==> config.mk <==
export PLATFORM = sky130hd
export DESIGN_NAME = pc_sequencer
export DESIGN_NICKNAME = d
export VERILOG_FILES = /design/src/rtl/pc_sequencer.sv
export SDC_FILE = /design/constraint.sdc
export NUM_CORES = 1
export LEC_CHECK = 0
export CAP_MARGIN = 10
export CORE_MARGIN = 2
export CORE_UTILIZATION = 49
export DETAILED_ROUTE_END_ITERATION = 10
export PLACE_DENSITY = 0.82
export SLEW_MARGIN = 20
export SYNTH_ARGS = -nofsm -noshare
export SYNTH_HDL_FRONTEND = slang
export SYNTH_SLANG_ARGS = --single-unit
==> constraint.sdc <==
create_clock -name clk -period 2.9 [get_ports clk]
set_clock_uncertainty 0.05 [all_clocks]
set_input_delay 0.58 -clock clk [delete_from_list [all_inputs] [get_ports clk]]
set_output_delay 0.58 -clock clk [all_outputs]
set_load 0.01 [all_outputs]
==> src/rtl/pc_sequencer.sv <==
// pc_sequencer
// ------------
// Program-counter sequencer at the front of the fetch path. Each cycle it
// performs exactly one action, chosen by priority:
//   stall > ret > call > jump > branch > increment
// It keeps a small hardware return stack for call/ret and two sticky error
// flags for stack overflow and underflow.
//
// Parameters:
//   WIDTH     - PC / address width in bits (>= 4)
//   STEP      - sequential increment (1 <= STEP < 2**WIDTH)
//   DEPTH     - return-stack entries (>= 1)
//   RESET_VEC - PC value after reset
//
// Ports:
//   clk        in   clock, rising-edge
//   rst_n      in   asynchronous reset, ACTIVE HIGH (the name is historical)
//   stall      in   hold pc, sp and stack this cycle
//   jump_en    in   pc <= target
//   branch_en  in   pc <= pc + signed(target)
//   call_en    in   push pc+STEP, pc <= target
//   ret_en     in   pop the stack into pc
//   target     in   jump/call address or branch offset (two's complement)
//   clr_err    in   clear the sticky error flags
//   pc         out  registered program counter
//   sp         out  number of valid stack entries
//   stk_full   out  sp == DEPTH
//   stk_empty  out  sp == 0
//   ovf_err    out  sticky, set by a call into a full stack
//   unf_err    out  sticky, set by a return from an empty stack
//
// Control handshake: none. Every enable is a single-cycle level that is
// sampled on the rising edge of clk, and the result is visible on pc/sp
// right after that edge.

module pc_sequencer #(
    parameter int WIDTH     = 8,
    parameter int STEP      = 4,
    parameter int DEPTH     = 4,
    parameter int RESET_VEC = 0,
    localparam int SPW      = $clog2(DEPTH + 1)
) (
    input  logic             clk,
    input  logic             rst_n,
    input  logic             stall,
    input  logic             jump_en,
    input  logic             branch_en,
    input  logic             call_en,
    input  logic             ret_en,
    input  logic [WIDTH-1:0] target,
    input  logic             clr_err,
    output logic [WIDTH-1:0] pc,
    output logic [SPW-1:0]   sp,
    output logic             stk_full,
    output logic             stk_empty,
    output logic             ovf_err,
    output logic             unf_err
);

    // The stack is addressed with an index exactly as wide as it needs to be.
    // Rounding the array up to a power of two keeps every index in range.
    localparam int AW = (DEPTH > 1) ? $clog2(DEPTH) : 1;

    localparam logic [WIDTH-1:0] STEP_W  = WIDTH'(STEP);
    localparam logic [WIDTH-1:0] RESET_W = WIDTH'(RESET_VEC);
    localparam logic [SPW-1:0]   DEPTH_S = SPW'(DEPTH);

    logic [WIDTH-1:0] pc_q, pc_d;
    logic [SPW-1:0]   sp_q, sp_d;
    logic             ovf_q, ovf_d;
    logic             unf_q, unf_d;
    logic [WIDTH-1:0] stack_q [2**AW];

    logic             push;
    logic             ovf_set;
    logic             unf_set;
    logic [WIDTH-1:0] pc_inc;
    logic [AW-1:0]    push_idx;
    logic [AW-1:0]    pop_idx;

    assign pc_inc   = pc_q + STEP_W;
    assign push_idx = AW'(sp_q);
    assign pop_idx  = AW'(sp_q - SPW'(1));

    always_comb begin
        pc_d    = pc_q;
        sp_d    = sp_q;
        push    = 1'b0;
        ovf_set = 1'b0;
        unf_set = 1'b0;
        if (stall) begin
            // hold everything
        end else if (ret_en) begin
            if (sp_q != '0) begin
                pc_d = stack_q[pop_idx];
                sp_d = sp_q - SPW'(1);
            end else begin
                unf_set = 1'b1;
                pc_d    = pc_inc;
            end
        end else if (call_en) begin
            if (sp_q != DEPTH_S) begin
                push = 1'b1;
                sp_d = sp_q + SPW'(1);
                pc_d = target;
            end else begin
                // The jump is dropped too, so a later ret can never land on a
                // return address that was never saved.
                ovf_set = 1'b1;
                pc_d    = pc_inc;
            end
        end else if (jump_en) begin
            pc_d = target;
        end else if (branch_en) begin
            // A modular add of the raw bits is the same as adding the signed
            // offset and truncating to WIDTH.
            pc_d = pc_q + target;
        end else begin
            pc_d = pc_inc;
        end

        // A new error event wins over a simultaneous clear.
        ovf_d = (ovf_q & ~clr_err) | ovf_set;
        unf_d = (unf_q & ~clr_err) | unf_set;
    end

    always_ff @(posedge clk or posedge rst_n) begin
        if (rst_n) begin
            pc_q  <= RESET_W;
            sp_q  <= '0;
            ovf_q <= 1'b0;
            unf_q <= 1'b0;
        end else begin
            pc_q  <= pc_d;
            sp_q  <= sp_d;
            ovf_q <= ovf_d;
            unf_q <= unf_d;
        end
    end

    // Stack contents are don't-care after reset, so this storage has no reset.
    always_ff @(posedge clk) begin
        if (push && !rst_n) begin
            stack_q[push_idx] <= pc_inc;
        end
    end

    assign pc        = pc_q;
    assign sp        = sp_q;
    assign stk_full  = (sp_q == DEPTH_S);
    assign stk_empty = (sp_q == '0);
    assign ovf_err   = ovf_q;
    assign unf_err   = unf_q;

endmodule

==> impl_metrics.csv <==
group,metric,value,unit
route,wire_per_inst,17.1,um
pwr,p_clk_frac,0.142,
place,dpl.cell_count,337,
synth,synth-main-ff-cell,"edfxtp_1",
timing,grt_setup_unrepaired,"false",
synth,syn_inst,241,
place,globalplace.congestion,0.822,
worst_setup_path,critPathMaxFanout,7,
clock_tree,cts.sinks,45,
die,rows,27,
pwr,leakage,1.22,nW
die,start_util,0.500,
global_routing,use_met1,0.284,
clock_tree,insertion_delay,300,ps
synth,synth_cell_types,51,
finish,drive_gt1_frac,0.0842,
synth,ys_seq_elements,45,
route,ant_nets,0,
finish,final_cell_mix,"edfxtp_1, clkdlybuf4s50_1, nand2_1, o21ai_0",
die,dieArea,6130,sq um
global_routing,track_usage,0.209,
clock_tree,cts.clk_slew.worst_paths,90,ps
pwr,pwr-share-seq,0.356,
place,portBuffers,30,
clock_tree,post-cts-setup-buffer-count,0,
finish,layout_commonest_cell,"edfxtp_1",
worst_hold_path,min_path_type,"reg -> reg",
clock_tree,holdBufCountCts,0,
route,drt-pass1-iter-count,5,
global_routing,use_met2,0.355,
global_routing,grt_pass1_wl,9980,um
synth,async_flop_share,0.289,
clock_tree,cts_tree,"built",
die,ioPinCount,31,
global_routing,overflow,0,
clock_tree,htreeDepth,2,
clock_tree,cts_resized,0,
synth,synth_area,2700,sq um
global_routing,grt_use_met3,0.0230,
timing,worst_pin_slew,528,ps
clock_tree,numCtsBuffers,5,
synth,synth_top_area_share,0.356,
timing,period_share,0.936,
synth,synthTopCellsByArea,"edfxtp_1, dfrtp_1, mux4_1",
route,wirelength,5900,um
timing,hold_viol_final,0,
worst_setup_path,crit_required,2270,ps
timing,timing.setup.tns,0,ps
timing,finalCriticalPeriod,2710,ps
timing,finalMaxSlewViolations,0,
global_routing,grt_pass1_vias,2036,
pwr,p_int,0.00170,W
synth,synthesis.nets,271,
route,dr_total_vias,2010,
route,drc,0,
pwr,vdd_ir_drop_max,0.000445,V
clock_tree,clk_path_buf_depth,2,
finish,syn2layout_area_growth,17.2,%
die,coreArea,5410,sq um
place,place_hpwl,4420,um
synth,synth_edf_count,32,
synth,yosys_warnings,0,
clock_tree,cts-root-buf,"clkbuf_8",
job,maxCapViolations,0,
global_routing,grt_antenna_before_repair,0,
finish,final_nets,302,
global_routing,busiest_layer,"met2",
die,dieHeight,78.3,um
route,drtIter0Drc,151,
global_routing,grt_max_degree,21,
synth,synth_largest_area_cell,"edfxtp_1",
pwr,p_switching,0.00110,W
finish,instances_no_fill,345,
timing,fmax,368,MHz
pwr,combPwrFrac,0.502,
worst_setup_path,cp_data_arrival_time,2080,ps
synth,avgSynthCellArea,11.2,sq um
timing,setup_viol_count_final,0,
pwr,powerDensity,884,nW/um^2
worst_setup_path,cp-start-kind,"register",
route,routed_via_density,5.83,
worst_setup_path,worst-setup-path-type,"reg -> out",
pwr,swShare,0.393,
outcome,outcome,"complete, no violations",
finish,diodes,0,
worst_setup_path,ff2ff_setup_slack,590,ps
worst_setup_path,setup.worst_path.end_class,"output pin",
die,die_w,78.3,um
synth,ys_seq_area_frac,0.476,
timing,max-slew-margin-rel,0.646,
[power groups by stage]
stage / combinational, W / clock [W] / sequential [W]
floorplan: 0.000923 / 0 / 0.00100
global placement: 0.00135 / 0 / 0.00100
detailed placement: 0.00139 / 0 / 0.00101
CTS: 0.00140 / 0.000400 / 0.000997
global route: 0.00154 / 0.000424 / 0.00102
finish: 0.00141 / 0.000397 / 0.000997
[flip-flops by register name, indices dropped and copies added (netlist names)]
name and cells:
stack_q 32, pc 8, sp 3, ovf_err 1
unf_err 1
[worst max-delay path: stages (launching register included)]
cell	delay, ps
dfrtp_1	420
inv_1	140
ha_1	300
nand2_1	110
inv_1	210
clkdlybuf4s50_1	590
[cells by family after synthesis]
kind of cell	after synthesis	share of synthesized area
flip-flops	45	0.476
adder cells (fa/ha/maj)	14	0.0676
AO/OA/AOI/OAI	55	0.137
AND/OR/NAND/NOR	76	0.138
XOR/XNOR	12	0.0389
buffers and inverters	25	0.0421
multiplexers	14	0.100
[layer usage]
metal / vias up / part of all wire
met5: - / 0
met4: 0 / 0.011
met3: 5 / 0.031
met2: 51 / 0.50
met1: 991 / 0.46
li1: 963 / -
[per-stage QoR]
stage / utilization / instance area, sq um / total power (W) / hold WS, ps / worst slack, ps
after floorplan: - / 2700 / 0.00193 / 407 / 629
after global placement: 0.569 / 3080 / 0.00236 / 474 / 125
after detailed placement: 0.569 / 3080 / 0.00240 / 489 / 102
after CTS: 0.586 / 3170 / 0.00280 / 501 / 219
after global routing: 0.586 / 3170 / 0.00298 / 522 / 33.8
final: 0.586 / 3170 / 0.00280 / 501 / 186
[cell usage after synthesis, drive strengths merged (2+ instances only)]
library cell and number:
edfxtp 32, nand2 25, o21ai 17, dfrtp 13, ha 13, inv 12
nor2 11, buf 9, nor3 9, a21oi 8, mux4 8, xor2 7
and2 6, and3 6, nand3 6, xnor2 5, a31oi 4, clkbuf 4
mux2 4, nand2b 4, a211oi 3, a21o 3, nor2b 3, o211ai 3
mux2i 2, nand3b 2, o2111ai 2, o31ai 2
[final timing paths]
check,depth (start not counted),end,start
min reg2reg,2,ovf_err,ovf_err
max,5,stk_full,sp[1]
max reg2reg,6,stack_q[2][1],sp[1]
min in group asynchronous,2,sp[2],rst_n
max in group asynchronous,2,pc[0],rst_n
min,2,ovf_err,ovf_err
[cell type report]
| type | instances | area (sq um) |
|---|---|---|
| well taps | 72 | 90.1 |
| fillers | 466 | 2240 |
| multi-input cells | 171 | 1300 |
| flip-flops and latches | 45 | 1290 |
| clock buffers | 5 | 68.8 |
| repair buffers | 37 | 353 |
| clock inverters | 3 | 21.3 |
| inverters | 12 | 45.0 |
Note: power is estimated with default switching activity, not from simulation.
